===== src/rtl/lead_one_expander.sv =====
// Rebuilds a value from a normalized mantissa by placing its leading one at bit
// `pos`. It does this with an iterative right shift of one bit per cycle.
// The optional macro LOE_ROUND_EN rounds half-up on the last bit shifted out.
module lead_one_expander #(
  parameter int WIDTH   = 16,
  parameter int POS_W   = 4,
  parameter int MIN_POS = 8
) (
  input  logic             clk,
  input  logic             rst_n,
  input  logic             start,
  input  logic [POS_W-1:0] pos,
  input  logic [WIDTH-1:0] mant,
  output logic             busy,
  output logic             done,
  output logic [WIDTH-1:0] result,
  output logic             underflow
);

  typedef enum logic [1:0] {IDLE, SHIFT, DONE} state_e;

  localparam logic [POS_W-1:0] MAX_POS = POS_W'(WIDTH - 1);
  localparam logic [POS_W-1:0] MIN_P   = POS_W'(MIN_POS);

  state_e           state_q, state_d;
  logic [WIDTH-1:0] shreg_q, shreg_d;
  logic [POS_W-1:0] cnt_q, cnt_d;
  logic [WIDTH-1:0] result_q, result_d;
  logic             underflow_q, underflow_d;
  logic [WIDTH-1:0] final_val;

`ifdef LOE_ROUND_EN
  logic guard_q, guard_d;
  // After at least one shift the MSB is zero, so adding the guard bit cannot overflow.
  assign final_val = shreg_q + {{(WIDTH-1){1'b0}}, guard_q};
`else
  assign final_val = shreg_q;
`endif

  always_comb begin
    state_d     = state_q;
    shreg_d     = shreg_q;
    cnt_d       = cnt_q;
    result_d    = result_q;
    underflow_d = underflow_q;
`ifdef LOE_ROUND_EN
    guard_d     = guard_q;
`endif
    case (state_q)
      IDLE: if (start) begin
        if (pos < MIN_P) begin
          result_d    = '0;
          underflow_d = 1'b1;
          state_d     = DONE;
        end else begin
          shreg_d = mant;
          cnt_d   = MAX_POS - pos;
`ifdef LOE_ROUND_EN
          guard_d = 1'b0;
`endif
          state_d = SHIFT;
        end
      end
      SHIFT: if (cnt_q != '0) begin
`ifdef LOE_ROUND_EN
        guard_d = shreg_q[0];
`endif
        shreg_d = shreg_q >> 1;
        cnt_d   = cnt_q - POS_W'(1);
      end else begin
        result_d    = final_val;
        underflow_d = 1'b0;
        state_d     = DONE;
      end
      DONE:    state_d = IDLE;
      default: state_d = IDLE;
    endcase
  end

  always_ff @(posedge clk or negedge rst_n) begin
    if (!rst_n) begin
      state_q     <= IDLE;
      shreg_q     <= '0;
      cnt_q       <= '0;
      result_q    <= '0;
      underflow_q <= 1'b0;
`ifdef LOE_ROUND_EN
      guard_q     <= 1'b0;
`endif
    end else begin
      state_q     <= state_d;
      shreg_q     <= shreg_d;
      cnt_q       <= cnt_d;
      result_q    <= result_d;
      underflow_q <= underflow_d;
`ifdef LOE_ROUND_EN
      guard_q     <= guard_d;
`endif
    end
  end

  assign busy      = (state_q != IDLE);
  assign done      = (state_q == DONE);
  assign result    = result_q;
  assign underflow = underflow_q;

endmodule


===== config.mk =====
export PLATFORM = sky130hd
export DESIGN_NAME = lead_one_expander
export DESIGN_NICKNAME = d
export VERILOG_FILES = /design/src/rtl/lead_one_expander.sv
export SDC_FILE = /design/constraint.sdc
export NUM_CORES = 1
export LEC_CHECK = 0
export BUFFER_PORTS_ARGS = -buffer_cell sky130_fd_sc_hd__buf_2
export CORE_MARGIN = 3
export CORE_UTILIZATION = 35
export DETAILED_ROUTE_END_ITERATION = 10
export HOLD_SLACK_MARGIN = 0.05
export SLEW_MARGIN = 10
export SYNTH_ARGS = -nofsm -noshare
export SYNTH_HDL_FRONTEND = slang
export SYNTH_SLANG_ARGS = --single-unit
export TNS_END_PERCENT = 1

===== constraint.sdc =====
create_clock -name clk -period 2 [get_ports clk]
set_clock_uncertainty 0.1 [all_clocks]
set_input_delay 0.1 -clock clk [delete_from_list [all_inputs] [get_ports clk]]
set_output_delay 0.1 -clock clk [all_outputs]
set_load 0.005 [all_outputs]

==> results.json <==
{
  "status": "finished clean",
  "peakVddDrop_mv": 0.558,
  "p_leak_nw": 1.31,
  "htreeDepth": 2,
  "slew_headroom": 0.685,
  "cts_buffers": 5,
  "whs_ns": 0.158,
  "antenna_found_initial": 0,
  "cp.arrival_ns": 1.92,
  "fmax_mhz": 553,
  "max_stage_delay_ns": 0.38,
  "netlist_area_um2": 1880,
  "routed_via_density": 4.44,
  "hold_start": "start",
  "post-place-cells": 274,
  "cpMaxStageDelayCell": "dfrtp_1",
  "r2r_setup_slack_ns": 0.19,
  "crit_type": "reg2reg",
  "drt-wirelength-per-cell_um": 13.4,
  "fp.dieW_um": 79.4,
  "hold_end": "cnt_q[2]",
  "grtUsageMet2": 0.236,
  "cp_cell_sequence": "inv_1 -> ha_1 -> nor4bb_2 -> nor3_4 -> buf_4 -> mux2i_1",
  "p_per_area_nw_per_um2": 1420,
  "grt.overflow.total": 0,
  "final_common_cell": "mux2i_1",
  "worstPathRequired_ns": 2.11,
  "post-route-util": 0.492,
  "critPathLaunchType": "flop",
  "rows": 26,
  "numPortBuffers": 41,
  "coreArea_um2": 5140,
  "yosys_register_bits": 39,
  "endpoint_kind": "flop",
  "report.final.slew_viol_count": 0,
  "cts_tree": "done",
  "drt_pass1_iterations": 4,
  "grt_usage": 0.144,
  "met3_usage": 0.0465,
  "hold_viol_final": 0,
  "synth_seq_area_share": 0.518,
  "gr-usage-met1": 0.186,
  "ant_nets": 0,
  "worst_slew_pin_slew_ns": 0.472,
  "nets": 258,
  "die-area_um2": 6300,
  "start_util": 0.366,
  "crit_fanout": 6,
  "final_cells": 305,
  "reg2reg_from": "cnt_q[0]",
  "syn-instance-count": 162,
  "rsz0062_at_grt": "false",
  "r2r_cells": 6,
  "grt_pass1_vias": 1410,
  "drive_gt1_frac": 0.294,
  "crit_cells": 6,
  "synthMuxAreaShare": 0.272,
  "first_iter_violations": 35,
  "dp_hpwl_mm": 2.72,
  "layout_common_cells": "49 x mux2i_1, 41 x buf_2, 39 x dfrtp_1",
  "yosys.area_share.simple": 0.0890,
  "yosys_warnings": 0,
  "synthAdderAreaFrac": 0.00664,
  "die_h_um": 79.4,
  "gp_congestion": 0.751,
  "setup_violations": 0,
  "setup_tns_ns": 0,
  "busiest_layer": "met2",
  "cts-root-buf": "clkbuf_8",
  "synth_xor_xnor_area_share": 0,
  "grt_pass1_wl_mm": 6.93,
  "synth_top_family_by_area": "multiplexers",
  "area_growth_pct": 34.3,
  "n_fill_cell": 517,
  "clock_latency_ns": 0.30,
  "routed-via-count": 1355,
  "holdPathStages": 4,
  "worstPathBufferInverterCount": 2,
  "synth_compound_area_frac": 0.0279,
  "num_io_pins": 42,
  "grt_max_degree": 22,
  "crit_family": "simple AND/OR/NAND/NOR gates",
  "max-cap-violations": 0,
  "min_period_over_period": 0.904,
  "reg2reg_to": "final_val[5]",
  "clk_pin_slew_worst_paths_ns": 0.08,
  "wirelength_mm": 4.09,
  "drcViolationCount": 0,
  "hp-class": "in2reg",
  "diodes": 0,
  "synth_cell_type_count": 25,
  "fin_crit_ns": 1.81,
  "cts_buffer_depth": 2,
  "cts.sinks": 39,
  "synth_nets": 186,
  "avgSynthCellArea_um2": 11.6
}
## worst max path at each step
stage                        start            end  slack [ns]
after CTS                 cnt_q[0]  final_val[11]        0.02
after detailed placement  cnt_q[0]  final_val[11]       -0.20
after floorplan           cnt_q[0]       cnt_q[2]        0.41
final                     cnt_q[0]   final_val[5]        0.19
after global routing      cnt_q[0]   final_val[5]        0.08
after global placement    cnt_q[0]  final_val[12]       -0.12
## cells by family (layout without fill, tap and decap cells)
logic type / after synthesis / after routing
fa+ha+maj: 1 / 1
mux: 51 / 51
flops: 39 / 39
buf+inv: 30 / 103
simple gates: 33 / 33
compound gates: 8 / 8
## Yosys cell counts (all sizes together)
cell / instances / area share
mux2i: 49 / 0.26
dfrtp: 39 / 0.52
inv: 20 / 0.040
nand2: 20 / 0.040
buf: 9 / 0.043
nand2b: 3 / 0.010
nor3: 3 / 0.011
o21ai: 3 / 0.0080
mux2: 2 / 0.012
nor2b: 2 / 0.0066
a21o: 1 / 0.0040
a21oi: 1 / 0.0027
a31oi: 1 / 0.0033
a32o: 1 / 0.0053
clkbuf: 1 / 0.0027
ha: 1 / 0.0066
nand3b: 1 / 0.0040
nor2: 1 / 0.0020
nor4bb: 1 / 0.0053
o31a: 1 / 0.0047
or2: 1 / 0.0033
or4b: 1 / 0.0073
## sequential cells by signal, indices dropped and copies added, names as in the netlist
name,cells
cnt_q,4
final_val,16
result,16
state_q,2
underflow,1
## layer usage
layer / wire length [um] / share of wire
met1: 1930 / 0.47
met5: 0 / 0
met2: 1930 / 0.47
met4: 0 / 0
met3: 221 / 0.054
## area by class of cell
cell class              instances  area (um^2)  share of cell area
flip-flops and latches         39          976               0.386
multi-input cells              93          769               0.304
repair buffers                 75          536               0.212
well taps                      70         87.6              0.0346
inverters                      20         75.1              0.0297
clock buffers                   6         72.6              0.0287
clock inverters                 2         12.5             0.00495
## power breakdown
part,switching (mW),leakage [nW],internal [mW]
clock network,0.295,0.0412,0.244
registers,0.191,0.485,1.14
logic,0.821,0.786,0.909
## metrics by stage
stage	total power [mW]	setup WS [ns]	cell area [um^2]
final	3.60	0.191	2530
after global routing	3.91	0.0808	2530
after CTS	3.60	0.0249	2500
after detailed placement	3.00	-0.204	2210
after global placement	2.97	-0.121	2210
after floorplan	2.50	0.414	1880
## what timing repair did
action | 4_1_cts | 5_1_grt
buffers inserted | 0 | 3
endpoints found under the setup margin | 19 | 11
pin swaps | 0 | 1
hold buffers | 20 | 0
resized for setup | 1 | 1
hold endpoints to repair | 38 | 0
## worst reg2reg max path, stage by stage, from the launching register on
cell and delay [ns]:
dfrtp_1 0.38, inv_1 0.07, ha_1 0.22, nor4bb_2 0.19, nor3_4 0.34, buf_4 0.23, mux2i_1 0.19
(Power assumes the default switching activity.)
